`config.mk`:
```
export PLATFORM = sky130hd
export DESIGN_NAME = config_mux_flat
export DESIGN_NICKNAME = d
export VERILOG_FILES = /design/src/rtl/config_mux_pkg.sv /design/src/rtl/config_mux_if.sv /design/src/rtl/config_mux.sv /design/src/flat_wrapper.sv
export SDC_FILE = /design/constraint.sdc
export NUM_CORES = 1
export LEC_CHECK = 0
export BUFFER_PORTS_ARGS = -buffer_cell sky130_fd_sc_hd__buf_2
export CORE_MARGIN = 1
export CORE_UTILIZATION = 50
export CTS_CLUSTER_DIAMETER = 60
export DETAILED_ROUTE_END_ITERATION = 8
export PLACE_DENSITY_LB_ADDON = 0.15
export SLEW_MARGIN = 15
export SYNTH_ARGS = -nofsm -noshare
export SYNTH_HDL_FRONTEND = slang
export SYNTH_SLANG_ARGS = --single-unit
```
`constraint.sdc`:
```
create_clock -name clk -period 3.5 [get_ports clk]
set_input_delay 0.35 -clock clk [delete_from_list [all_inputs] [get_ports clk]]
set_output_delay 0.35 -clock clk [all_outputs]
set_load 0.005 [all_outputs]
```
`src/rtl/config_mux_pkg.sv`:
```
// rtl/config_mux_pkg.sv - opcodes, header field positions and FSM states for config_mux
package config_mux_pkg;

  // Header opcodes received from the host
  localparam logic [3:0] OPC_WRITE  = 4'h1;
  localparam logic [3:0] OPC_READ   = 4'h2;
  // Opcodes of words pushed back to the host
  localparam logic [3:0] OPC_ACK    = 4'h9;
  localparam logic [3:0] OPC_RDRESP = 4'hA;

  // Header word layout: {opcode, count, start address}
  localparam int HDR_OPC_MSB = 31;
  localparam int HDR_OPC_LSB = 28;
  localparam int HDR_CNT_MSB = 27;
  localparam int HDR_CNT_LSB = 16;
  localparam int HDR_ADR_MSB = 15;
  localparam int HDR_ADR_LSB = 0;

  typedef enum logic [2:0] {
    ST_IDLE,
    ST_WR_DATA,
    ST_WR_ACK,
    ST_RD_HDR,
    ST_RD_ISSUE,
    ST_RD_WAIT,
    ST_RD_PUSH
  } state_e;

endpackage

```
`src/rtl/config_mux_if.sv`:
```
// rtl/config_mux_if.sv - payload stream, TX FIFO and register bus bundle for config_mux
interface config_mux_if;
  logic        rx_ready;
  logic [31:0] rx_data;
  logic        tx_full;
  logic        tx_wr;
  logic [31:0] tx_data;
  logic [15:0] address;
  logic        wr;
  logic        rd;
  logic [31:0] dout;
  logic [31:0] din;
  logic        busy;
  logic        overrun;
  logic [7:0]  illegal_cnt;

  // master: the command decoder itself
  modport master (
    input  rx_ready, rx_data, tx_full, din,
    output tx_wr, tx_data, address, wr, rd, dout, busy, overrun, illegal_cnt
  );

  // slave: receiver, TX FIFO and register space around the decoder
  modport slave (
    output rx_ready, rx_data, tx_full, din,
    input  tx_wr, tx_data, address, wr, rd, dout, busy, overrun, illegal_cnt
  );
endinterface

```
`src/rtl/config_mux.sv`:
```
// rtl/config_mux.sv - decodes payload write/read commands onto the register bus and answers via TX FIFO
module config_mux
  import config_mux_pkg::*;
#(
  parameter int RD_LATENCY = 2
) (
  input  logic         clk,
  input  logic         reset,
  config_mux_if.master bus
);

  localparam logic [3:0] LAT_LAST = 4'(RD_LATENCY - 1);

  state_e      state_q, state_d;
  logic [15:0] address_q, address_d;
  logic [11:0] remaining_q, remaining_d;
  logic [31:0] dout_q, dout_d;
  logic        wr_q, wr_d;
  logic [31:0] tx_data_q, tx_data_d;
  logic [3:0]  lat_q, lat_d;
  logic        overrun_q, overrun_d;
  logic [7:0]  illegal_q, illegal_d;
  logic        tx_wr;
  logic        rd;

  logic [3:0]  hdr_opc;
  logic [11:0] hdr_cnt;
  logic [15:0] hdr_adr;
  logic        hdr_ok;

  assign hdr_opc = bus.rx_data[HDR_OPC_MSB:HDR_OPC_LSB];
  assign hdr_cnt = bus.rx_data[HDR_CNT_MSB:HDR_CNT_LSB];
  assign hdr_adr = bus.rx_data[HDR_ADR_MSB:HDR_ADR_LSB];
  assign hdr_ok  = ((hdr_opc == OPC_WRITE) || (hdr_opc == OPC_READ)) && (hdr_cnt != 12'd0);

  // Next-state, datapath updates and the two combinational strobes
  always_comb begin
    state_d     = state_q;
    address_d   = address_q;
    remaining_d = remaining_q;
    dout_d      = dout_q;
    wr_d        = 1'b0;
    tx_data_d   = tx_data_q;
    lat_d       = lat_q;
    overrun_d   = overrun_q;
    illegal_d   = illegal_q;
    tx_wr       = 1'b0;
    rd          = 1'b0;

    // A write is presented one cycle after its word; step past it once it is on the bus
    if (wr_q) begin
      address_d = address_q + 16'd1;
    end

    case (state_q)
      ST_IDLE: begin
        if (bus.rx_ready) begin
          if (hdr_ok) begin
            address_d   = hdr_adr;
            remaining_d = hdr_cnt;
            // Preload the header echo so tx_data is already stable when the push is attempted
            if (hdr_opc == OPC_WRITE) begin
              state_d   = ST_WR_DATA;
              tx_data_d = {OPC_ACK, hdr_cnt, hdr_adr};
            end else begin
              state_d   = ST_RD_HDR;
              tx_data_d = {OPC_RDRESP, hdr_cnt, hdr_adr};
            end
          end else if (illegal_q != 8'hFF) begin
            illegal_d = illegal_q + 8'd1;
          end
        end
      end
      ST_WR_DATA: begin
        if (bus.rx_ready) begin
          wr_d        = 1'b1;
          dout_d      = bus.rx_data;
          remaining_d = remaining_q - 12'd1;
          if (remaining_q == 12'd1) begin
            state_d = ST_WR_ACK;
          end
        end
      end
      ST_WR_ACK: begin
        if (!bus.tx_full) begin
          tx_wr   = 1'b1;
          state_d = ST_IDLE;
        end
      end
      ST_RD_HDR: begin
        if (!bus.tx_full) begin
          tx_wr   = 1'b1;
          state_d = ST_RD_ISSUE;
        end
      end
      ST_RD_ISSUE: begin
        rd      = 1'b1;
        lat_d   = 4'd0;
        state_d = ST_RD_WAIT;
      end
      ST_RD_WAIT: begin
        if (lat_q == LAT_LAST) begin
          tx_data_d = bus.din;
          state_d   = ST_RD_PUSH;
        end else begin
          lat_d = lat_q + 4'd1;
        end
      end
      ST_RD_PUSH: begin
        if (!bus.tx_full) begin
          tx_wr       = 1'b1;
          address_d   = address_q + 16'd1;
          remaining_d = remaining_q - 12'd1;
          state_d     = (remaining_q == 12'd1) ? ST_IDLE : ST_RD_ISSUE;
        end
      end
      default: begin
        state_d = ST_IDLE;
      end
    endcase

    // Only IDLE and WR_DATA can take a word; anything else is lost and flagged
    if (bus.rx_ready && (state_q != ST_IDLE) && (state_q != ST_WR_DATA)) begin
      overrun_d = 1'b1;
    end
  end

  // State and datapath registers; reset abandons any command in flight
  always_ff @(posedge clk or posedge reset) begin
    if (reset) begin
      state_q     <= ST_IDLE;
      address_q   <= 16'd0;
      remaining_q <= 12'd0;
      dout_q      <= 32'd0;
      wr_q        <= 1'b0;
      tx_data_q   <= 32'd0;
      lat_q       <= 4'd0;
      overrun_q   <= 1'b0;
      illegal_q   <= 8'd0;
    end else begin
      state_q     <= state_d;
      address_q   <= address_d;
      remaining_q <= remaining_d;
      dout_q      <= dout_d;
      wr_q        <= wr_d;
      tx_data_q   <= tx_data_d;
      lat_q       <= lat_d;
      overrun_q   <= overrun_d;
      illegal_q   <= illegal_d;
    end
  end

  assign bus.tx_wr       = tx_wr;
  assign bus.tx_data     = tx_data_q;
  assign bus.address     = address_q;
  assign bus.wr          = wr_q;
  assign bus.rd          = rd;
  assign bus.dout        = dout_q;
  assign bus.busy        = (state_q != ST_IDLE);
  assign bus.overrun     = overrun_q;
  assign bus.illegal_cnt = illegal_q;

endmodule

```
`src/flat_wrapper.sv`:
```
// flat-port wrapper written by rule: the top's interface ports become plain ports
module config_mux_flat import config_mux_pkg::*;
#(
  parameter int RD_LATENCY = 2
)
  (clk, reset, bus_rx_ready, bus_rx_data, bus_tx_full, bus_din, bus_tx_wr, bus_tx_data, bus_address, bus_wr, bus_rd, bus_dout, bus_busy, bus_overrun, bus_illegal_cnt);
  config_mux_if bus_i ();
  input  logic clk;
  input  logic reset;
  input wire logic [$bits(bus_i.rx_ready)-1:0] bus_rx_ready;
  input wire logic [$bits(bus_i.rx_data)-1:0] bus_rx_data;
  input wire logic [$bits(bus_i.tx_full)-1:0] bus_tx_full;
  input wire logic [$bits(bus_i.din)-1:0] bus_din;
  output wire logic [$bits(bus_i.tx_wr)-1:0] bus_tx_wr;
  output wire logic [$bits(bus_i.tx_data)-1:0] bus_tx_data;
  output wire logic [$bits(bus_i.address)-1:0] bus_address;
  output wire logic [$bits(bus_i.wr)-1:0] bus_wr;
  output wire logic [$bits(bus_i.rd)-1:0] bus_rd;
  output wire logic [$bits(bus_i.dout)-1:0] bus_dout;
  output wire logic [$bits(bus_i.busy)-1:0] bus_busy;
  output wire logic [$bits(bus_i.overrun)-1:0] bus_overrun;
  output wire logic [$bits(bus_i.illegal_cnt)-1:0] bus_illegal_cnt;
  assign bus_i.rx_ready = bus_rx_ready;
  assign bus_i.rx_data = bus_rx_data;
  assign bus_i.tx_full = bus_tx_full;
  assign bus_i.din = bus_din;
  assign bus_tx_wr = bus_i.tx_wr;
  assign bus_tx_data = bus_i.tx_data;
  assign bus_address = bus_i.address;
  assign bus_wr = bus_i.wr;
  assign bus_rd = bus_i.rd;
  assign bus_dout = bus_i.dout;
  assign bus_busy = bus_i.busy;
  assign bus_overrun = bus_i.overrun;
  assign bus_illegal_cnt = bus_i.illegal_cnt;
  config_mux #(.RD_LATENCY(RD_LATENCY)) u_core (.clk(clk), .reset(reset), .bus(bus_i));
endmodule
```
---- Word level (Yosys, flattened, before mapping) ----
Cells that the tools add are included.
operators by class
  $add $sub $neg .......................... 4
  equality and inequality tests ........... 21
  mux-type cells .......................... 33
  bitwise gates (word level) .............. 1
  reductions and logical operators ........ 17
operator list
  operator                                              count
  2-to-1 mux 32 bit                                     3
  2-to-1 mux 16 bit                                     4
  one-hot mux 32 bit (2 select lines)                   1
  2-to-1 mux 12 bit                                     4
  one-hot mux 12 bit (3 select lines)                   1
  one-hot mux 16 bit (2 select lines)                   1
  2-to-1 mux 30 bit                                     1
  2-to-1 mux 3 bit                                      9
  one-hot mux 3 bit (7 select lines)                    1
  adder 16 x 1 -> 16 bit, second input constant         1
  equality test 12 x 1 -> 1 bit, second input constant  1
  != test 2 bit, second input constant                  6
  nonzero test 12 bit                                   1
  subtractor 12 x 1 -> 12 bit, second input constant    1
  equality test 3 bit, second input constant            3
  adder 8 x 1 -> 8 bit, second input constant           1
  equality test 4 x 1 -> 1 bit, second input constant   2
  != test 8 bit, second input constant                  1
  one-hot mux 4 bit (2 select lines)                    1
  AND reduction 4 bit                                   2
  AND reduction 8 bit                                   1
  equality test 3 x 2 -> 1 bit, second input constant   2
  != test 2 x 1 -> 1 bit, second input constant         3
  nonzero test 3 bit                                    2
  15 further kinds                                      23
word-level totals
  register bits ........................... 109
  input port bits ......................... 68
  output and inout port bits .............. 93
  word-level logic and storage cells ...... 85

---- Longest topological paths before layout ----
Gate-level depths: netlist (run 1).
  depth in word-level cells ............... 6
  mapped depth ............................ 9
  depth with buffers taken out ............ 7

---- Worst setup path before layout (run 1) ----
OpenSTA, ideal clock, no wires.
  kind .................................... reg2reg
  start ................................... register u_core.remaining_q[7]
  end ..................................... register u_core.state_q[0]
  library setup time ...................... 0.104 ns
  data arrival time ....................... 1.703 ns
  required time ........................... 3.396 ns
  path slack .............................. 1.694 ns
  stages on the path, launching flop included .. 5
  buffers on the path ..................... 0
  period minus slack after synthesis ...... 1.806 ns
  cells stage by stage .................... dfrtp_1 -> or4_4 -> nand4b_4 -> a211o_1 -> o41ai_2
on the way
  longest elaborated chain between the ends .. 3
ends and longest elaborated chain
  what                                     line               source
  start, declared                          config_mux.sv:16   logic [11:0] remaining_q, remaining_d;
  start signal, assigned                   config_mux.sv:143  remaining_q <= remaining_d;
  equality test 12 x 1 -> 1 bit            config_mux.sv:79   if (remaining_q == 12'd1) begin
  != test 2 x 1 -> 1 bit (no source line)  -
  AND reduction 8 bit (no source line)     -
  end signal, assigned                     config_mux.sv:141  state_q <= state_d;
  end, declared                            config_mux.sv:14   state_e state_q, state_d;
No other way between the ends.
A chain may end at the register's enable or synchronous reset.

---- Final worst setup path (run 1) ----
  start ................................... register u_core.state_q[1]
  end ..................................... register u_core.tx_data_q[13], in the netlist u_core.bus.tx_data[13]
on the way
  longest elaborated chain between the ends .. 3
  elaborated cells on any way between the ends .. 8
  those cells by class .................... 4 x eq/ne; 1 x mux; 3 x reduce/logical
ends and longest elaborated chain
  what                                                             line               source
  equality test 3 bit or logical NOT 3 bit (tied branches)         config_mux.sv:55   case (state_q)
  != test 2 x 1 -> 1 bit (no source line) (tied with other cells)  -
  AND reduction 4 bit (no source line)                             -
  end signal, assigned                                             config_mux.sv:146  tx_data_q <= tx_data_d;
  end, declared                                                    config_mux.sv:19   logic [31:0] tx_data_q, tx_data_d;
Parallel ways exist; a longest one is shown, timed or not.

==> impl_results.md, run 1 <==
* FFs w/ async S/R, synth at 100%
* Largest net degree at the start of global routing at 81
* Tot Pwr at 0.00530 W
* Worst path required time at 3.80 ns
* Post-Synthesis Cell Area at 5520 µm²
* Clk sinks at 109
* Die H at 107 µm
* CP max FO at 32
* First-pass GRT wire length at 22000 µm
* Crit path kind: reg2reg
* Vias post-DR at 4678
* Vias in the first global route at 4482
* Fill count at 885
* WP data arrival at 2.93 ns
* Core Area at 10800 µm²
* Post-CTS setup buffers at 0
* Pre-CTS WS at 0.900 ns
* Synth Net Count at 608
* Detail Route Antenna Nets at 0
* Overflow after GRT at 0
* Drt drc at 0
* Hold Fails Final Rpt at 0
* Skew final at 0.0136 ns
* Min-delay worst type: in2reg
* Status: completed
* Worst-path clk slew at 0.11 ns
* CP endpoint kind: flop
* Setup ws final at 0.868 ns
* RD Place Congestion at 0.901
* Antenna violations before repair at 0
* Post-synth cell types at 65
* Synth area leaders: dfrtp_1, mux2_2, mux2i_1
* Synth Flop Type: dfrtp_1
* Least-Margin Pin Slew at 0.969 ns
* Tmin final at 2.63 ns
* RSZ-0062 raised after global routing: no
* Synth top cells by count: dfrtp_1, nor2_1, a21oi_1, mux2_2, nand2_1
* Die area at 11500 µm²
* Effective utilization at floorplan at 51.2%
* Layout cell share with drive strength beyond 1 at 34.1%
* Post-synth EDFFs at 0
* Fmax at 380 MHz
* Avg Synthesized Cell Area at 10.3 µm²
* Starting DRT DRC Count at 255
* Die Span X at 107 µm
* Yosys warns at 0
* GRT Util Overall at 24.5%
* PostCTS Resize Cnt at 0
* Drt first pass iters at 5
* Cell accounting for the most synthesized area: dfrtp_1
* Worst-Skew Late Latency at 0.38 ns
* Count leader, synth: dfrtp_1
* Worst stage delay on the critical path at 0.63 ns
* Fin util at 61.8%
* Slew HR at 35.4%
* Fin nets at 756
* Clock buffer depth at 2
* Sequential share of the synthesized area at 49.4%
* Max-slew violations at 0
* Peak supply drop at 0.000361 V
* Vias per cell at 5.66
* Setup-failing EPs final at 0
* Routed WL at 13600 µm
* CP top delay family: compound AO/OA/AOI/OAI gates
* Tcrit/Tclk final at 75.2%
* Synth-to-Final Area Change at 20.7%
* Fin cells at 827
* Share of the synthesized area in the top cell type at 49.4%
* Root Buffer: clkbuf_8
* Worst path cell trace: nor4b_2 -> nand3_1 -> o21bai_4 -> buf_4 -> nor2_1 -> a21oi_1
* Routed wire length per instance at 16.5 µm
* Site Rows at 38
* H-tree depth at 3
* Leakage at 3.19 nW
* FF+latch count, synth at 109
* Number of instances in the placed design at 811
* Inserted Clock Buffers at 9
* Pwr Density at 795 nW/µm²
* Port Buffers at 160
* Detailed Place HPWL at 9820 µm
* Io pins at 161
* Setup TNS at 0 ns
* Total of max-cap violations at 0
* Hold-fix buffers at CTS at 0
* Buf/Inv on CP at 1
* Post-Syn Instances at 534
* CTS tree: done
* Crit path launch type: flop
* Critical Path Slowest Stage Cell: dfrtp_1
* # diodes at 0
==> cell families (layout without fill, tap and decap cells) <==
group	after synthesis	count (layout)	synth area share (%)
multiplexers	66	66	12.8
buffers and inverters	39	192	3.24
AND/OR/NAND/NOR	168	168	16.1
AO/OA/AOI/OAI	125	125	13.9
XOR/XNOR	21	21	3.33
flip-flops	109	109	49.4
adder cells (fa/ha/maj)	6	6	1.36
==> final timing paths <==
path / startpoint / end / slack [ns] / depth (start not counted)
max: u_core.state_q[1]$_DFFE_PP0P_ / u_core.bus.tx_data[13]$_DFFE_PP0P_ / 0.87 / 6
min: bus_din[30] / u_core.bus.tx_data[30]$_DFFE_PP0P_ / 0.17 / 3
min reg2reg: u_core.bus.overrun$_DFFE_PP0P_ / u_core.bus.overrun$_DFFE_PP0P_ / 0.48 / 1
max in group asynchronous: reset / u_core.remaining_q[1]$_DFFE_PP0P_ / 2.42 / 3
max reg2reg: u_core.state_q[1]$_DFFE_PP0P_ / u_core.bus.tx_data[13]$_DFFE_PP0P_ / 0.87 / 6
min in group asynchronous: reset / u_core.bus.tx_data[13]$_DFFE_PP0P_ / 0.19 / 2
==> layer usage <==
metal	vias up	track usage (%)	routed length, µm
met5	-	0	0
met4	0	8.90	201
met3	14	3.83	757
met2	153	40.1	6560
met1	2288	32.8	6120
li1	2223	-	-
==> area by class of cell <==
cell class,count,area (µm²),area share [%]
clock buffers,14,193,2.89
multi-input cells,386,2630,39.5
well taps,140,175,2.63
inverters,9,36.3,0.544
clock inverters,2,37.5,0.563
repair buffers,167,866,13.0
flip-flops and latches,109,2730,40.9
==> flip-flops by register name, indices dropped and copies added (netlist names) <==
signal                  cells
u_core.bus.dout            32
u_core.bus.tx_data         32
u_core.bus.address         16
u_core.remaining_q         12
u_core.bus.illegal_cnt      8
u_core.lat_q                4
u_core.state_q              3
u_core.bus.overrun          1
u_core.bus.wr               1
==> worst reg2reg max path, stage by stage (launching register included) <==
cell and delay [ns]:
dfrtp_1 0.63, nor4b_2 0.41, nand3_1 0.23, o21bai_4 0.61, buf_4 0.45, nor2_1 0.09
a21oi_1 0.15
==> cells in the final DEF (no fill, tap or decap), types with 6 or more instances in the layout <==
master	instances
o21ai_1	7
dfrtp_1	109
a31oi_1	7
a21oi_1	51
nand2_1	35
nor4_1	9
clkbuf_8	14
o21ai_0	23
nand3_1	15
mux2i_1	31
nor2_1	56
inv_1	8
ha_1	6
mux2_2	35
nor3_1	7
xnor2_1	10
buf_2	160
and3_1	6
buf_4	6
xor2_1	11
nand4_1	9
==> power by group <==
| group | switching, W | total [W] | internal (W) |
|---|---|---|---|
| Clock | 0.000438 | 0.000868 | 0.000430 |
| Sequential | 0.000548 | 0.00239 | 0.00184 |
| Combinational | 0.00100 | 0.00204 | 0.00104 |
==> through the flow <==
stage	instance area, µm²	hold WS, ns
after floorplan	5520	0.459
after global placement	6440	0.444
after detailed placement	6440	0.452
after CTS	6670	0.166
after global routing	6670	0.198
final	6670	0.169
(Power assumes the default switching activity.)
==> inputs of run 2 (changes only) <==
==> constraint.sdc (replaced) <==
create_clock -name clk -period 2.65 [get_ports clk]
set_input_delay 0.265 -clock clk [delete_from_list [all_inputs] [get_ports clk]]
set_output_delay 0.265 -clock clk [all_outputs]
set_load 0.005 [all_outputs]
==> run 2 against run 1 <==
  * Critical path depth shrank 2
  * Die area unchanged
  * Via count fell by 0.28%
  * Core utilization grew 0.058 points
  * Critical endpoint is now u_core.bus.address[15]$_DFF_PP0_
  * Wire length shrank 1.7%
==> impl_results.md, run 2 (synthesis results as in run 1) <==
* Synth-to-Final Area Change at 20.8% (about the same)
* Slew HR at 54.8% (+19 points)
* Port Buffers at 160 (unchanged)
* Core Area at 10800 µm² (unchanged)
* Antenna violations before repair at 0 (unchanged)
* Pwr Density at 1030 nW/µm² (+30%)
* Setup TNS at 0 ns (unchanged)
* CTS tree: done
* Drt first pass iters at 6 (+1)
* Max layer used: met4
* Tot Pwr at 0.00688 W (+30%)
* DR WL met2 at 6240 µm (-4.8%)
* Die Span X at 107 µm (unchanged)
* Detailed Place HPWL at 9570 µm (-2.5%)
* Min-delay worst type: in2async
* RSZ-0062 raised after global routing: no
* Largest net degree at the start of global routing at 110 (+36%)
* Vias per cell at 5.61 (-0.76%)
* Max-slew violations at 0 (unchanged)
* CP endpoint kind: flop
* Crit path kind: reg2reg
* WP data arrival at 2.53 ns (-0.40 ns)
* Peak supply drop at 0.000462 V (+28%)
* Met1 WL at 6020 µm (-1.7%)
* Most common cell after layout, fill and taps aside: buf_2
* Io pins at 161 (unchanged)
* Least-Margin Pin Slew at 0.677 ns (-0.292 ns)
* Setup-failing EPs final at 0 (unchanged)
* Total of max-cap violations at 0 (unchanged)
* Fin nets at 760 (+0.53%)
* Die H at 107 µm (unchanged)
* GRT Util Overall at 24.4% (-0.067 points)
* Routed wire length per instance at 16.1 µm (-2.2%)
* Overflow after GRT at 0 (unchanged)
* Site Rows at 38 (unchanged)
* Hold-fix buffers at CTS at 0 (unchanged)
* Effective utilization at floorplan at 51.2% (unchanged)
* Worst-Skew Late Latency at 0.38 ns (about the same)
* Worst path required time at 2.91 ns (-0.89 ns)
* Drt drc at 0 (unchanged)
* Tmin final at 2.27 ns (-0.359 ns)
* PostCTS Resize Cnt at 0 (unchanged)
* Clk sinks at 109 (unchanged)
* CP max FO at 18 (-44%)
* Worst-path clk slew at 0.10 ns (about the same)
* Status: completed
* Fmax at 440 MHz (+16%)
* Hold Fails Final Rpt at 0 (unchanged)
* H-tree depth at 3 (unchanged)
* Detail Route Antenna Nets at 0 (unchanged)
* Crit path launch type: flop
* Clock buffer depth at 2 (unchanged)
* Die area at 11500 µm² (unchanged)
* RD Place Congestion at 0.847 (-6.1%)
* Root Buffer: clkbuf_8
* Met3 routed WL at 899 µm (+19%)
* First-pass GRT wire length at 21900 µm (-0.35%)
* # diodes at 0 (unchanged)
* Skew final at 0.0132 ns (-0.000381 ns)
* Routed WL at 13400 µm (-1.7%)
* Layout cell share with drive strength beyond 1 at 34.2% (+0.092 points)
* Vias in the first global route at 4421 (-1.4%)
* Post-CTS setup buffers at 0 (unchanged)
* Inserted Clock Buffers at 9 (unchanged)
* Starting DRT DRC Count at 294 (+15%)
* Most frequent cells in the layout: buf_2, dfrtp_1, nor2_1
* Tcrit/Tclk final at 85.8% (+11 points)
* Vias post-DR at 4665 (-0.28%)
* Leakage at 3.20 nW (about the same)
[run 2: power by group]
| group | total, W | internal [W] | switching [W] |
|---|---|---|---|
| combinational | 0.00278 | 0.00140 | 0.00138 |
| clock | 0.00102 | 0.000462 | 0.000556 |
| sequential | 0.00309 | 0.00243 | 0.000660 |
| total | 0.00688 | 0.00429 | 0.00260 |
[run 2: metrics by stage]
stage | setup slack (ns) | instances | util (%) | hold slack [ns] | area (µm²)
5_1_grt | 0.185 | 831 | 61.8 | 0.100 | 6670
4_1_cts | 0.347 | 831 | 61.8 | 0.0760 | 6670
6_report | 0.377 | 831 | 61.8 | 0.0582 | 6670
3_3_place_gp | 0.370 | 815 | 60.0 | 0.448 | 6480
3_5_place_dp | 0.378 | 815 | 60.0 | 0.451 | 6480
2_1_floorplan | 0.844 | 534 | - | 0.382 | 5530
[run 2: metal layers]
| layer | global-route usage (%) | vias to the layer above |
|---|---|---|
| met5 | 0 | - |
| met4 | 8.22 | 0 |
| met3 | 4.98 | 22 |
| met2 | 39.1 | 183 |
| met1 | 33.0 | 2211 |
| li1 | - | 2249 |
[run 2: path summary, 6_finish.rpt]
kind	start	endpoint	slack, ns	cells after the start
setup reg to reg	u_core.state_q[1]$_DFFE_PP0P_	u_core.bus.address[15]$_DFF_PP0_	0.38	4
setup / recovery	u_core.state_q[1]$_DFFE_PP0P_	u_core.bus.address[15]$_DFF_PP0_	0.38	4
hold reg to reg	u_core.bus.overrun$_DFFE_PP0P_	u_core.bus.overrun$_DFFE_PP0P_	0.48	1
min in group clk	bus_din[30]	u_core.bus.tx_data[30]$_DFFE_PP0P_	0.09	3
max in group asynchronous	reset	u_core.bus.dout[21]$_DFFE_PP0P_	2.18	3
hold / removal	reset	u_core.bus.tx_data[2]$_DFFE_PP0P_	0.06	3
[run 2: critical path, cell delays in order (launching register included)]
cell     delay [ns]
dfrtp_1        0.50
nor4b_2        0.40
nand3_1        0.27
nor2_2         0.59
mux2_2         0.40
[run 2: final cells by class]
cell class	instances	area, µm²
fill	935	4120
sequential	109	2730
multi-input combinational	386	2630
timing repair buffer	171	908
tap	140	175
clock buffer	12	145
clock inverter	4	47.5
inverter	9	37.5
==> inputs of run 3 (changes only) <==
==> constraint.sdc (replaced) <==
create_clock -name clk -period 2.5 [get_ports clk]
set_input_delay 0.25 -clock clk [delete_from_list [all_inputs] [get_ports clk]]
set_output_delay 0.25 -clock clk [all_outputs]
set_load 0.005 [all_outputs]
==> run 3 against run 2 <==
  * The flow now finishes with violations (hold timing)
  * Sequential share of layout area down 0.13 points
  * Die area did not move
  * Power increased by 6.2%
  * Clock skew hardly changed
  * Cell area up 0.32%
  * Cell count up 0.24%
  * Count of clock-buffer cells in the layout down 3
  * Wire length rose by 0.13%
  * Core utilization grew 0.20 points
  * Setup slack worse by 0.071 ns
  * First-iteration DRC count down 16%
  * Critical endpoint unchanged
  * Largest cell class unchanged
  * Highest routed layer unchanged
==> impl_results.md, run 3 (synthesis results as in run 1) <==
* RD Place Congestion at 0.809 (-4.4%)
* # diodes at 0 (unchanged)
* Min-delay worst type: in2async
* Detail Route Antenna Nets at 0 (unchanged)
* Worst stage delay on the critical path at 0.75 ns (+0.16 ns)
* CTS tree: done
* Worst path required time at 2.77 ns (-0.14 ns)
* PostCTS Resize Cnt at 0 (unchanged)
* Total of max-cap violations at 0 (unchanged)
* Routed wire length per instance at 16.1 µm (-0.11%)
* Antenna violations before repair at 0 (unchanged)
* H-tree depth at 3 (unchanged)
* CP endpoint kind: flop
* Site Rows at 38 (unchanged)
* Die H at 107 µm (unchanged)
* R2r endpoint: u_core.bus.address[15]$_DFF_PP0_
* Crit path launch type: flop
* Status: finished, violations left
* Skew final at 0.0131 ns (-0.000116 ns)
* Buf/Inv on CP at 0 (unchanged)
* Drt first pass iters at 4 (-2)
* Peak supply drop at 0.000552 V (+20%)
* Pwr Density at 1090 nW/µm² (+5.8%)
* Critical Path Stages at 4 (unchanged)
* Setup TNS at 0 ns (unchanged)
* Worst-Skew Late Latency at 0.38 ns (about the same)
* Vias post-DR at 4654 (-0.24%)
* WP data arrival at 2.47 ns (-0.06 ns)
* Clk sinks at 109 (unchanged)
* Post-CTS setup buffers at 0 (unchanged)
* CP top delay family: simple AND/OR/NAND/NOR gates
* Hold Fails Final Rpt at 1 (+1)
* Fin nets at 762 (+0.26%)
* Max-slew violations at 0 (unchanged)
* Reg2Reg Depth at 4 (unchanged)
* Most frequent cells in the layout: buf_2, dfrtp_1, nor2_1
* Slew HR at 36.9% (-18 points)
* Synth-to-Final Area Change at 21.2%
* Inserted Clock Buffers at 9 (unchanged)
* Root Buffer: clkbuf_8
* RSZ-0062 raised after global routing: no
* Drt drc at 0 (unchanged)
* Port Buffers at 160 (unchanged)
* Fill count at 921 (-1.5%)
* Worst-path clk slew at 0.10 ns (about the same)
* First-pass GRT wire length at 22200 µm (+1.3%)
* RR Startpoint: u_core.state_q[1]$_DFFE_PP0P_
* Critical Path Slowest Stage Cell: nor2_2
* Tmin final at 2.19 ns (-0.0794 ns)
* GRT Util Overall at 24.6% (+0.21 points)
* Leakage at 3.20 nW (about the same)
* Worst Setup SP: u_core.state_q[1]$_DFFE_PP0P_
* Tcrit/Tclk final at 87.8% (+2.0 points)
* Vias in the first global route at 4484 (+1.4%)
* R2R setup slack at 0.31 ns (-0.07 ns)
* Worst Setup EP: u_core.bus.address[15]$_DFF_PP0_
* Effective utilization at floorplan at 51.2% (unchanged)
* Die area at 11500 µm² (unchanged)
* Least-Margin Pin Slew at 0.945 ns (+0.268 ns)
* Largest net degree at the start of global routing at 110 (unchanged)
* Vias per cell at 5.59 (-0.48%)
* Crit path kind: reg2reg
* Setup-failing EPs final at 0 (unchanged)
* Io pins at 161 (unchanged)
* Tot Pwr at 0.00731 W (+6.2%)
* Failing checks: hold timing
* Hold Slack at -0.00255 ns (-0.0607 ns)
* Clock buffer depth at 2 (unchanged)
* Worst path cell trace: nor4b_2 -> nand3_1 -> nor2_2 -> mux2_2
* Hold-fix buffers at CTS at 0 (unchanged)
* Layout cell share with drive strength beyond 1 at 34.6% (+0.48 points)
* Detailed Place HPWL at 9690 µm (+1.2%)
* Fmax at 456 MHz (+3.6%)
* Starting DRT DRC Count at 247 (-16%)
* CP max FO at 27 (+9)
* Overflow after GRT at 0 (unchanged)
* Routed WL at 13400 µm (+0.13%)
* Most common cell after layout, fill and taps aside: buf_2
* Die Span X at 107 µm (unchanged)
* Core Area at 10800 µm² (unchanged)
run 3: cell count changes in the layout (fill, tap and decap cells not counted):
| cell | change |
|---|---|
| clkinvlp_4 | +2 |
| clkinv_4 | +1 |
| clkbuf_1 | -2 |
| clkbuf_8 | -1 |
| clkinv_2 | -1 |
| inv_6 | +1 |
| buf_4 | +2 |
run 3: worst min-delay path, cell delays in order:
cell,delay (ns)
buf_2,0.11
clkinvlp_4,0.07
buf_12,0.40
run 3: worst min-delay path by stage:
stage | slack (ns) | start | endpoint | depth (start not counted)
6_report | -0.003 | reset | u_core.bus.tx_data[2]$_DFFE_PP0P_ | 3
5_1_grt | 0.06 | reset | u_core.bus.tx_data[2]$_DFFE_PP0P_ | 3
4_1_cts | 0.05 | reset | u_core.bus.tx_data[2]$_DFFE_PP0P_ | 3
3_5_place_dp | 0.47 | reset | u_core.bus.tx_data[2]$_DFFE_PP0P_ | 3
3_3_place_gp | 0.46 | bus_din[30] | u_core.bus.tx_data[30]$_DFFE_PP0P_ | 3
2_1_floorplan | 0.37 | bus_rx_data[0] | u_core.bus.address[0]$_DFF_PP0_ | 2
run 3: layout make-up:
type                    instances  area, µm²  area share (%)
clock inverters                 7       75.1            1.12
well taps                     140        175            2.62
inverters                       9       37.5           0.561
clock buffers                   9        124            1.85
multi-input cells             386       2630            39.3
repair buffers                173        923            13.8
flip-flops and latches        109       2730            40.7
run 3: where the power goes:
part / switching, W / internal [W] / total [W]
combinational: 0.00147 / 0.00148 / 0.00296
clock: 0.000617 / 0.000467 / 0.00108
sequential: 0.000690 / 0.00258 / 0.00327
total: 0.00278 / 0.00453 / 0.00731
run 3: layer usage:
layer	global-route usage, %	wire length [µm]	vias to the layer above
li1	-	-	2241
met4	6.56	147	0
met5	0	0	-
met1	33.9	6040	2234
met2	39.3	6320	165
met3	5.47	910	14
run 3: through the flow:
step	util [%]	instance area, µm²	instances	setup slack, ns
2_1_floorplan	-	5530	534	0.694
3_3_place_gp	60.2	6490	817	0.372
3_5_place_dp	60.2	6490	817	0.299
4_1_cts	62.0	6690	833	0.304
5_1_grt	62.0	6690	833	0.134
6_report	62.0	6690	833	0.306
